===== src/rtl/clkrst_seq_if.sv =====
// Board-side signal bundle for clkrst_seq: button and trap in, system clock/reset out.
interface clkrst_seq_if #(
  parameter int TRAPW = 8
);
  logic             btn_n;
  logic             trap;
  logic             clk_div;
  logic             clk_en;
  logic             system_reset;
  logic             halted;
  logic [TRAPW-1:0] trap_count;

  // master: the clock/reset sequencer
  modport master (
    input  btn_n, trap,
    output clk_div, clk_en, system_reset, halted, trap_count
  );

  // slave: the board/system side
  modport slave (
    output btn_n, trap,
    input  clk_div, clk_en, system_reset, halted, trap_count
  );
endinterface


===== src/rtl/clkrst_seq.sv =====
// Clock divider, debounced soft reset and trap-driven reset sequencer for the board top.
module clkrst_seq #(
  parameter int CLKDIV     = 6,
  parameter int RESET_HOLD = 16,
  parameter int DEBOUNCE   = 1024,
  parameter int TRAP_MODE  = 0,
  parameter int TRAPW      = 8
) (
  input  logic          clk,
  input  logic          power_on_reset_n,
  clkrst_seq_if.master  sys
);

  if (CLKDIV < 2 || CLKDIV > 255) begin : g_bad_clkdiv
    $error("clkrst_seq: CLKDIV must be in 2..255");
  end
  if (RESET_HOLD < 1) begin : g_bad_hold
    $error("clkrst_seq: RESET_HOLD must be >= 1");
  end
  if (DEBOUNCE < 2) begin : g_bad_debounce
    $error("clkrst_seq: DEBOUNCE must be >= 2");
  end
  if (TRAP_MODE != 0 && TRAP_MODE != 1) begin : g_bad_mode
    $error("clkrst_seq: TRAP_MODE must be 0 or 1");
  end

  localparam int HW = $clog2(RESET_HOLD + 1);
  localparam int DW = $clog2(DEBOUNCE);

  localparam logic [7:0]    DIV_LAST     = 8'(CLKDIV - 1);
  localparam logic [7:0]    DIV_HALF     = 8'(CLKDIV / 2);
  localparam logic [HW-1:0] HOLD_LAST    = HW'(RESET_HOLD - 1);
  localparam logic [DW-1:0] DEB_LAST     = DW'(DEBOUNCE - 1);
  localparam bit            AUTO_RESTART = (TRAP_MODE == 1);

  typedef enum logic [1:0] {
    ST_HOLD,
    ST_RUN,
    ST_HALT
  } state_t;

  state_t           state;
  logic [7:0]       div_cnt;
  logic [7:0]       div_nx;
  logic [HW-1:0]    hold_cnt;
  logic [1:0]       btn_sync;
  logic [DW-1:0]    deb_cnt;
  logic             btn_pressed;
  logic             press_evt;
  logic             clk_div_q;
  logic             clk_en_q;
  logic             system_reset_q;
  logic             halted_q;
  logic [TRAPW-1:0] trap_count_q;

  assign sys.clk_div      = clk_div_q;
  assign sys.clk_en       = clk_en_q;
  assign sys.system_reset = system_reset_q;
  assign sys.halted       = halted_q;
  assign sys.trap_count   = trap_count_q;

  // Free-running divider successor value; wraps after CLKDIV-1.
  always_comb begin
    div_nx = (div_cnt == DIV_LAST) ? '0 : div_cnt + 8'd1;
  end

  // Synchronise the button, accept a level only after DEBOUNCE stable cycles, flag presses.
  always_ff @(posedge clk or negedge power_on_reset_n) begin
    if (!power_on_reset_n) begin
      btn_sync    <= 2'b11;
      deb_cnt     <= '0;
      btn_pressed <= 1'b0;
      press_evt   <= 1'b0;
    end else begin
      btn_sync  <= {btn_sync[0], sys.btn_n};
      press_evt <= 1'b0;
      if (btn_sync[1] == ~btn_pressed) begin
        deb_cnt <= '0;
      end else if (deb_cnt == DEB_LAST) begin
        deb_cnt     <= '0;
        btn_pressed <= ~btn_sync[1];
        press_evt   <= ~btn_sync[1];
      end else begin
        deb_cnt <= deb_cnt + 1'b1;
      end
    end
  end

  // Sequencer FSM with the divider folded in, since HALT freezes it and exit restarts it.
  always_ff @(posedge clk or negedge power_on_reset_n) begin
    if (!power_on_reset_n) begin
      state          <= ST_HOLD;
      hold_cnt       <= '0;
      div_cnt        <= '0;
      clk_div_q      <= 1'b0;
      clk_en_q       <= 1'b0;
      system_reset_q <= 1'b1;
      halted_q       <= 1'b0;
      trap_count_q   <= '0;
    end else begin
      // Default: divider advances; outputs track the value div_cnt is about to take.
      div_cnt   <= div_nx;
      clk_en_q  <= (div_nx == DIV_LAST);
      clk_div_q <= (div_nx < DIV_HALF);

      if (press_evt) begin
        // A press outranks a trap sampled in the same cycle, which goes uncounted.
        state          <= ST_HOLD;
        hold_cnt       <= '0;
        system_reset_q <= 1'b1;
        halted_q       <= 1'b0;
        if (state == ST_HALT) begin
          div_cnt   <= '0;
          clk_en_q  <= 1'b0;
          clk_div_q <= 1'b1;
        end
      end else begin
        case (state)
          ST_HOLD: begin
            system_reset_q <= 1'b1;
            if (btn_pressed) begin
              hold_cnt <= '0;
            end else if (clk_en_q) begin
              if (hold_cnt == HOLD_LAST) begin
                state          <= ST_RUN;
                hold_cnt       <= '0;
                system_reset_q <= 1'b0;
              end else begin
                hold_cnt <= hold_cnt + 1'b1;
              end
            end
          end
          ST_RUN: begin
            if (clk_en_q && sys.trap) begin
              if (trap_count_q != '1) begin
                trap_count_q <= trap_count_q + 1'b1;
              end
              if (AUTO_RESTART) begin
                state          <= ST_HOLD;
                hold_cnt       <= '0;
                system_reset_q <= 1'b1;
              end else begin
                state     <= ST_HALT;
                halted_q  <= 1'b1;
                div_cnt   <= '0;
                clk_en_q  <= 1'b0;
                clk_div_q <= 1'b0;
              end
            end
          end
          ST_HALT: begin
            div_cnt   <= div_cnt;
            clk_en_q  <= 1'b0;
            clk_div_q <= 1'b0;
          end
          default: begin
            state <= ST_HOLD;
          end
        endcase
      end
    end
  end

endmodule

===== src/flat_wrapper.sv =====
// flat-port wrapper written by rule: the top's interface ports become plain ports
module clkrst_seq_flat 
#(
  parameter int CLKDIV     = 6,
  parameter int RESET_HOLD = 16,
  parameter int DEBOUNCE   = 1024,
  parameter int TRAP_MODE  = 0,
  parameter int TRAPW      = 8
)
  (clk, power_on_reset_n, sys_btn_n, sys_trap, sys_clk_div, sys_clk_en, sys_system_reset, sys_halted, sys_trap_count);
  clkrst_seq_if #(.TRAPW(TRAPW)) sys_i ();
  input  logic clk;
  input  logic power_on_reset_n;
  input wire logic [$bits(sys_i.btn_n)-1:0] sys_btn_n;
  input wire logic [$bits(sys_i.trap)-1:0] sys_trap;
  output wire logic [$bits(sys_i.clk_div)-1:0] sys_clk_div;
  output wire logic [$bits(sys_i.clk_en)-1:0] sys_clk_en;
  output wire logic [$bits(sys_i.system_reset)-1:0] sys_system_reset;
  output wire logic [$bits(sys_i.halted)-1:0] sys_halted;
  output wire logic [$bits(sys_i.trap_count)-1:0] sys_trap_count;
  assign sys_i.btn_n = sys_btn_n;
  assign sys_i.trap = sys_trap;
  assign sys_clk_div = sys_i.clk_div;
  assign sys_clk_en = sys_i.clk_en;
  assign sys_system_reset = sys_i.system_reset;
  assign sys_halted = sys_i.halted;
  assign sys_trap_count = sys_i.trap_count;
  clkrst_seq #(.CLKDIV(CLKDIV), .RESET_HOLD(RESET_HOLD), .DEBOUNCE(DEBOUNCE), .TRAP_MODE(TRAP_MODE), .TRAPW(TRAPW)) u_core (.clk(clk), .power_on_reset_n(power_on_reset_n), .sys(sys_i));
endmodule

===== config.mk =====
export PLATFORM = sky130hd
export DESIGN_NAME = clkrst_seq_flat
export DESIGN_NICKNAME = d
export VERILOG_FILES = /design/src/rtl/clkrst_seq_if.sv /design/src/rtl/clkrst_seq.sv /design/src/flat_wrapper.sv
export SDC_FILE = /design/constraint.sdc
export NUM_CORES = 1
export LEC_CHECK = 0
export CAP_MARGIN = 20
export CORE_ASPECT_RATIO = 0.9
export CORE_MARGIN = 2
export CORE_UTILIZATION = 62
export DETAILED_ROUTE_END_ITERATION = 7
export GPL_TIMING_DRIVEN = 0
export MAX_ROUTING_LAYER = met4
export PLACE_DENSITY_LB_ADDON = 0.1
export SLEW_MARGIN = 40
export SYNTH_ARGS = -nofsm -noshare
export SYNTH_HDL_FRONTEND = slang
export SYNTH_SLANG_ARGS = --single-unit
export TNS_END_PERCENT = 100

===== constraint.sdc =====
create_clock -name clk -period 2.7 [get_ports clk]
set_clock_uncertainty 0.05 [all_clocks]
set_input_delay 0.27 -clock clk [delete_from_list [all_inputs] [get_ports clk]]
set_output_delay 0.27 -clock clk [all_outputs]
set_load 0.02 [all_outputs]

==> Word level (Yosys, flattened, before mapping) <==
Cells that the tools add are included.
{ "totals": {"output_inout_bits": 12, "regBits": 41, "inputBits": 4, "memories": 0, "latchBits": 0, "mem_bits_ro": 0, "ramBits": 0} }
{ "classes": {"div_mod_pow": 0, "reduce_logical": 11, "eq_ne": 13, "add_sub_neg": 4, "n_shift": 0, "bitwise": 4, "mul": 0, "n_mux": 36, "order_cmp": 1} }
{ "op_table": {"columns": ["op", "n"], "rows": [
  ["$mux W8", 4],
  ["$mux W5", 5],
  ["$mux W10", 2],
  ["$add A8 B1 Y8 const B", 2],
  ["$eq A8 B3 Y1 const B", 2],
  ["$mux W1", 16],
  ["$pmux W8 S2", 1],
  ["$add A10 B1 Y10 const B", 1],
  ["$eq A10 B10 Y1 const B", 1],
  ["$mux W2", 5],
  ["$ne A3 B1 Y1 const B", 3],
  ["$lt A8 B2 Y1 const B", 1],
  ["$ne A8 B8 Y1 const B", 1],
  ["$pmux W2 S3", 1],
  ["$reduce_and A2 Y1", 3],
  ["$reduce_bool A2 Y1", 3],
  ["$add A5 B1 Y5 const B", 1],
  ["$eq A5 B4 Y1 const B", 1],
  ["$reduce_and A5 Y1", 1],
  ["$not A1 Y1", 4],
  ["$pmux W1 S2", 2],
  ["$reduce_and A4 Y1", 1],
  ["$ne A3 B3 Y1 const B", 1],
  ["$reduce_bool A3 Y1", 1],
  ["other kinds (6)", 6]
]} }

==> Logic depth before layout (Yosys ltp) <==
Gate-level depths: netlist of the first run.
{ "depth": {"depth_word": 6, "depth_mapped": 7, "ltp_nobuf": 6} }

==> Least setup slack after synthesis of the first run <==
No wires, ideal clock.
{ "synth_timing": {"path_type": "register -> register", "from": "register u_core.state[1]", "to": "register u_core.trap_count_q[1] (netlist: u_core.sys.trap_count[1])", "setup_time_ns": 0.125, "path_stages_with_launch": 7, "setup_slack_ns": 0.982, "arrival_ns": 1.543, "cell_sequence": "dfrtp_1 > inv_1 > ha_1 > and4b_1 > buf_2 > o21a_1 > mux2_2"} }
{ "synth_between": {"elab_chain_cells": 2} }
{ "synth_lines": {"columns": ["item", "line_no", "text"], "rows": [
  ["start, declared", "clkrst_seq.sv:42", "state_t state;"],
  ["start signal, assigned", "clkrst_seq.sv:92", "state <= ST_HOLD;"],
  ["start signal, assigned", "clkrst_seq.sv:108", "state <= ST_HOLD;"],
  ["start signal, assigned", "clkrst_seq.sv:125", "state <= ST_RUN;"],
  ["$eq A2 B1 Y1", "clkrst_seq.sv:118", "case (state)"],
  ["$reduce_and A4 Y1 (no source line)", null, null],
  ["end signal, assigned", "clkrst_seq.sv:136", "trap_count_q <= trap_count_q + 1'b1;"],
  ["end, declared", "clkrst_seq.sv:54", "logic [TRAPW-1:0] trap_count_q;"]
]} }
Every way passes these cells.
A chain may end at the register's enable or synchronous reset.

==> Worst setup path after layout of the first run <==
{ "layout_timing": {"from": "register u_core.state[0]", "to": "register u_core.div_cnt[3]"} }
{ "layout_between": {"elab_chain_cells": 3, "elab_cells_between_ends": 6, "classes_between": "eq/ne: 3; mux: 3"} }
{ "layout_lines": {"columns": ["item", "line_no", "text"], "rows": [
  ["$eq A2 B2 Y1 / $eq A2 B1 Y1 (equally long branches)", "clkrst_seq.sv:112, clkrst_seq.sv:118", null],
  ["$pmux W8 S2 / $mux W8 (equally long branches)", "clkrst_seq.sv:118, clkrst_seq.sv:112", null],
  ["$mux W8", "clkrst_seq.sv:106", "if (press_evt) begin"],
  ["end signal, assigned", "clkrst_seq.sv:102", "div_cnt <= div_nx;"],
  ["end signal, assigned", "clkrst_seq.sv:152", "div_cnt <= div_cnt;"],
  ["end, declared", "clkrst_seq.sv:43", "logic [7:0] div_cnt;"]
]} }
Several ways; a longest one is shown, not always the timed one.

==> flow_metrics.py, run 1 <==
metrics = {
    "status": {
        "outcome": "finished clean",
    },
    "floorplanning": {
        "die_h_um": 60.0,
        "num_rows": 20,
        "start_util": 0.643,
        "core-area_mm2": 0.00335,
        "dieWidth_um": 66.2,
        "io_pins": 16,
        "die_area_mm2": 0.00397,
    },
    "setup_path": {
        "critical_path.endpoint_type": "flop",
        "regToRegEndpoint": "u_core.div_cnt[3]",
        "cp-start-kind": "flop",
        "worst-setup-path-type": "reg2reg",
        "reg2reg_slack_ns": 0.74,
        "required_time_at_the_worst_slack_endpoint_ns": 2.84,
        "timing.critical_path.cells": "ha_1 -> and4b_1 -> buf_2 -> nor2_1 -> nand2_1 -> o21ai_0",
        "r2r_cells": 6,
        "path_max_fanout": 6,
        "timing.rr.start": "u_core.state[0]",
        "critPathMaxStageDelay_ns": 0.42,
        "arrival_ns": 2.10,
        "crit_slowest_cell": "dfrtp_1",
        "crit_path_start": "u_core.state[0]",
        "timing.critical_path.to": "u_core.div_cnt[3]",
    },
    "logic_synthesis": {
        "synthSimpleGateAreaFrac": 0.208,
        "synth-edff-count": 0,
        "ys_async_sr_fraction": 1.00,
        "yosysTopAreaCellShare": 0.441,
        "yosys_cell_types": 42,
        "synth.cells.most_frequent": "dfrtp_1, nor2_1, nand2_1",
        "synth-warning-count": 0,
        "adder_cell_area_share_of_the_yosys_netlist": 0.0638,
        "synth_cells": 219,
        "synth.ff_latch_count": 41,
        "synth_nets": 234,
        "combinational_family_with_the_most_area_after_synthesis": "simple AND/OR/NAND/NOR gates",
        "synth.area.top_cells": "dfrtp_1, ha_1, xnor2_1",
        "synth-compound-area-share": 0.114,
        "synthXorXnorAreaFrac": 0.0853,
        "synth.cell_area_mm2": 0.00216,
        "synth.most_common_cell": "dfrtp_1",
        "ys_dominant_reg_cell": "dfrtp_1",
        "synth_top_area_cell": "dfrtp_1",
        "synthesis.area_per_instance_um2": 9.85,
        "synth.area.mux_share": 0.00986,
        "synth-seq-area-share": 0.477,
    },
    "global_routing": {
        "groute.layer.met2.usage": 0.406,
        "grt_use_total": 0.251,
        "largest_net_degree_at_the_start_of_global_routing": 42,
        "first_global_vias": 1636,
        "met1_usage": 0.300,
        "busiest_layer": "met2",
        "grt_util_met3": 0.0565,
        "grt-ovfl-total": 0,
        "grt_first_pass_wirelength_um": 7160,
        "grt_antenna_before_repair": 0,
    },
    "layout": {
        "final_layout_size_suffix_gt1_frac": 0.0864,
        "final.fill_count": 250,
        "antenna-diode-count": 0,
        "post-route-util": 0.747,
        "area.growth.synth_to_final_pct": 16.1,
        "layout.cells.non_filler": 287,
        "layout.nets": 257,
    },
    "placed_design": {
        "placement.io_buffers": 15,
        "detailedPlacementHpwl_um": 2880,
        "globalplace.congestion": 0.891,
        "dpl.cell_count": 278,
        "pre_cts_slack_ns": 0.758,
    },
    "timing": {
        "totalNegativeSetupSlack_ns": 0,
        "fin_hold_ws_ns": 0.310,
        "timing.final.hold_violations": 0,
        "tightestPinTransition_ns": 0.509,
        "final_critical_path_setup_slack_ns": 0.743,
        "min_period_over_period": 0.725,
        "fin_crit_ns": 1.96,
        "maxSlewHeadroom": 0.661,
        "maxSlewViolCount": 0,
        "setup_viol": 0,
        "achievable-frequency_mhz": 511,
        "grt_setup_unrepaired": "no",
    },
    "worst_hold_path": {
        "min_from": "u_core.btn_sync[0]",
        "hold_path_class": "reg2reg",
    },
    "detailed_routing": {
        "wire_per_inst_um": 14.8,
        "post_route_drc": 0,
        "drt-total-wl_um": 4240,
        "route.detailed.vias_per_inst": 5.85,
        "via_count": 1679,
        "initialDrtViolationCount": 85,
        "detail_route.first_pass.iterations": 4,
        "drt.antenna.violating_nets": 0,
    },
    "clocking": {
        "register_clock_pin_slew_on_the_reported_worst_setup_and_hold_paths_ns": 0.09,
        "worstSkewPairLatency_ns": 0.30,
        "clock_sinks": 41,
        "clock_tree_from_tritoncts": "built",
        "htree_num_levels": 2,
        "post_cts_resized": 0,
        "cts-root-to-sink-buffers": 2,
        "clock_tree.root_cell": "clkbuf_8",
        "cts_made_buffers": 5,
    },
    "power_and_ir_drop": {
        "p_leak_nw": 1.11,
        "power_density_mw_per_mm2": 495,
        "peakVddDrop_mv": 0.509,
    },
    "flow_run": {
        "max_cap_violations": 0,
    },
}
==> power by group <==
part	switching, mW	internal (mW)	total, mW
clock	0.218	0.367	0.585
combinational	0.0188	0.00904	0.0279
sequential	0.00504	0.620	0.625
total	0.242	0.996	1.24
==> registers in the layout (all words and copies together), names as in the netlist <==
name and flops:
u_core.deb_cnt 10, u_core.div_cnt 8, u_core.sys.trap_count 8, u_core.hold_cnt 5
u_core.btn_sync 2, u_core.state 2, u_core.btn_pressed 1, u_core.press_evt 1
u_core.sys.clk_div 1, u_core.sys.clk_en 1, u_core.sys.halted 1, u_core.sys.system_reset 1
==> metrics by stage <==
stage | power [mW] | area [um2]
final | 1.24 | 2500
after global routing | 1.28 | 2500
after CTS | 1.25 | 2500
after detailed placement | 0.665 | 2360
after global placement | 0.663 | 2360
after floorplan | 0.645 | 2160
==> per-layer routing <==
layer | vias to the layer above | part of all wire
met5 | - | 0
met4 | 0 | 0.029
met3 | 13 | 0.038
met2 | 44 | 0.48
met1 | 815 | 0.45
li1 | 807 | -
==> worst min path at each step <==
stage               slack (ns)  cells after the start                  to
floorplan                -0.08                      0  u_core.btn_pressed
global placement          0.30                      0  u_core.btn_sync[1]
detailed placement        0.23                      1  u_core.hold_cnt[2]
CTS                       0.31                      0  u_core.btn_sync[1]
global route              0.31                      0  u_core.btn_sync[1]
finish                    0.31                      0  u_core.btn_sync[1]
==> layout by cell type, fill, tap and decap left out, drive strengths merged, types with 4 or more instances in the layout <==
master and instances:
dfrtp 38, nor2 19, nand2 16, o21ai 14, clkdlybuf4s50 14, xnor2 12
inv 12, ha 11, nand4 10, nand3 10, clkbuf 10, xor2 9
nand2b 9, a21oi 7, nor3 5, buf 5, nor2b 4, and3 4
==> kinds of logic after synthesis <==
family | after synthesis
AO/OA/AOI/OAI | 38
XOR/XNOR | 21
adder cells (fa/ha/maj) | 11
buffers and inverters | 21
flip-flops | 41
multiplexers | 2
AND/OR/NAND/NOR | 85
==> worst max-delay path: cells and delay by family (launching register included) <==
kind                       cells  cell delay [ns]
adders and majority gates      1             0.26
AOI/OAI and AO/OA              1             0.24
and+or+nand+nor                3             0.73
buffers and inverters          1             0.16
DFF                            1             0.42
==> area by class of cell <==
cell class	count	area [um2]	share of cell area
Buffer	9	45.0	0.0180
Inverter	12	45.0	0.0180
Multi-Input combinational cell	157	1040	0.414
Timing Repair Buffer	16	158	0.0630
Clock inverter	3	65.1	0.0260
Sequential cell	41	1030	0.411
Clock buffer	5	68.8	0.0275
Tap cell	44	55.1	0.0220
==> what timing repair did <==
| action | CTS | global route |
|---|---|---|
| hold endpoints to repair | 38 | 0 |
| setup buffers | 0 | 0 |
| hold buffers | 1 | 0 |
No activity file was read; power rests on OpenSTA's default activity.
==> run 2, diff against run 1 <==
CORE_UTILIZATION = 58   (was 62)
clock period = 2.05 ns   (was 2.7 ns; I/O delays follow)
==> run 2 against run 1 <==
Worst setup slack lost 0.62 ns. Die area grew 6.5%. First-iteration DRC count grew 18%. Sequential share of layout area grew 0.71 points. Core utilization shrank 7.3 points. Clock-buffer cell count grew 1. Cell count grew 0.70%. Sequential power grew 32%. Critical path type unchanged. Largest power group unchanged. Highest routed layer unchanged.
==> flow_metrics.py, run 2 (synthesis gave the netlist of run 1 again) <==
metrics = {
    "status": {
        "outcome": "finished clean",
    },
    "setup_path": {
        "arrival_ns": 2.08,
        "crit_slowest_cell": "nor2_1",
        "cp_top_family": "simple AND/OR/NAND/NOR gates",
        "critical_path.endpoint_type": "flop",
        "path_max_fanout": 6,
        "required_time_at_the_worst_slack_endpoint_ns": 2.21,
        "cp-start-kind": "flop",
        "critPathMaxStageDelay_ns": 0.38,
        "critical_path.n_buffers_inverters": 2,
        "worst-setup-path-type": "reg2reg",
        "timing.critical_path.cells": "inv_1 -> ha_1 -> and4b_1 -> buf_2 -> nor2_1 -> a31oi_1 -> o21ai_0",
    },
    "timing": {
        "tightestPinTransition_ns": 0.496,
        "fin_crit_ns": 1.92,
        "final_critical_path_setup_slack_ns": 0.128,
        "maxSlewViolCount": 0,
        "grt_setup_unrepaired": "no",
        "achievable-frequency_mhz": 520,
        "setup_viol": 0,
        "timing.final.hold_violations": 0,
        "maxSlewHeadroom": 0.670,
        "min_period_over_period": 0.937,
    },
    "power_and_ir_drop": {
        "power_density_mw_per_mm2": 557,
        "peakVddDrop_mv": 0.424,
        "power.share.switching": 0.221,
        "power.clock.fraction": 0.373,
        "comb_power_share": 0.027,
        "p_leak_nw": 1.08,
        "netSwitchingPower_mw": 0.303,
        "p_int_mw": 1.07,
        "seq_power_share": 0.600,
    },
    "flow_run": {
        "max_cap_violations": 0,
    },
    "clocking": {
        "htree_num_levels": 2,
        "clock_tree_from_tritoncts": "built",
        "register_clock_pin_slew_on_the_reported_worst_setup_and_hold_paths_ns": 0.08,
        "worstSkewPairLatency_ns": 0.29,
        "cts-root-to-sink-buffers": 2,
        "clock_sinks": 41,
        "cts_made_buffers": 5,
        "post-cts-setup-buffer-count": 0,
        "clock_tree.root_cell": "clkbuf_8",
    },
    "layout": {
        "area.growth.synth_to_final_pct": 14.1,
        "antenna-diode-count": 0,
        "final_cell_area_excluding_filler_cells_mm2": 0.00246,
        "final_layout_size_suffix_gt1_frac": 0.0864,
        "registers.top_by_ff_count": "u_core.deb_cnt",
        "largest_register_ff_count": 10,
        "final.fill_count": 286,
        "mostFrequentLayoutCells": "dfrtp_1, nor2_1, nand2_1",
        "mostFrequentLayoutCell": "dfrtp_1",
        "layout.nets": 257,
    },
    "detailed_routing": {
        "wire_per_inst_um": 14.6,
        "via_count": 1633,
        "post_route_drc": 0,
        "route.detailed.vias_per_inst": 5.65,
        "drt-total-wl_um": 4210,
        "detail_route.first_pass.iterations": 4,
        "drt.antenna.violating_nets": 0,
        "initialDrtViolationCount": 100,
    },
    "global_routing": {
        "first_global_vias": 1591,
        "grt-ovfl-total": 0,
        "grt_antenna_before_repair": 0,
        "largest_net_degree_at_the_start_of_global_routing": 42,
        "grt_use_total": 0.238,
        "grt_first_pass_wirelength_um": 7060,
    },
    "floorplanning": {
        "start_util": 0.591,
        "die_h_um": 61.9,
        "io_pins": 16,
        "core-area_mm2": 0.00365,
        "num_rows": 21,
        "die_area_mm2": 0.00422,
        "dieWidth_um": 68.3,
    },
    "placed_design": {
        "globalplace.congestion": 0.856,
        "place_area_mm2": 0.00236,
        "detailedPlacementHpwl_um": 2950,
        "placement.io_buffers": 15,
        "pre_cts_slack_ns": 0.119,
    },
    "worst_hold_path": {
        "hold_path_class": "in2reg",
    },
}
[run 2: layer usage]
metal	up-vias	track usage	routed length, um
met2	47	0.369	1940
met1	765	0.287	1990
met4	0	0.117	88
li1	811	-	-
met5	-	-	0
met3	10	0.0685	187
[run 2: path summary, 6_finish.rpt]
kind | start | endpoint | slack, ns | depth (start not counted)
max | u_core.state[1] | u_core.div_cnt[6] | 0.13 | 7
min | sys_btn_n | u_core.btn_sync[0] | 0.27 | 1
max reg2reg | u_core.state[1] | u_core.div_cnt[6] | 0.13 | 7
min reg2reg | u_core.btn_sync[0] | u_core.btn_sync[1] | 0.31 | 0
max in group asynchronous | power_on_reset_n | u_core.btn_sync[1] | 1.21 | 2
min in group asynchronous | power_on_reset_n | u_core.hold_cnt[2] | 0.38 | 2
[run 2: power groups by stage]
stage	registers, mW	clock network [mW]	logic [mW]
6_report	0.822	0.512	0.0367
5_1_grt	0.823	0.569	0.0433
4_1_cts	0.822	0.525	0.0384
3_5_place_dp	0.838	0	0.0366
3_3_place_gp	0.838	0	0.0356
2_1_floorplan	0.837	0	0.0122
[run 2: timing repair]
item / CTS / global route
setup endpoints to repair: 0 / 2
resized for setup: 0 / 1
endpoints found under the hold margin: 38 / 0
hold buffers: 1 / 0
[run 2: final cells by class]
type / instances / area [um2] / area share
buffer: 9 / 45.0 / 0.0183
multi-input combinational: 157 / 1040 / 0.422
inverter: 12 / 45.0 / 0.0183
clock inverter: 2 / 15.0 / 0.00610
timing repair buffer: 16 / 158 / 0.0641
sequential: 41 / 1030 / 0.418
tap: 46 / 57.6 / 0.0234
clock buffer: 6 / 72.6 / 0.0295
[run 2: metrics by stage]
stage	hold WS, ns	TNS (ns)	power (mW)	cells	utilization
final	0.268	0	1.37	289	0.674
after floorplan	-0.141	0	0.850	219	-
after global routing	0.258	0	1.44	289	0.674
after detailed placement	0.163	0	0.875	280	0.647
after global placement	0.296	-8.36	0.874	280	0.647
after CTS	0.256	0	1.39	289	0.674
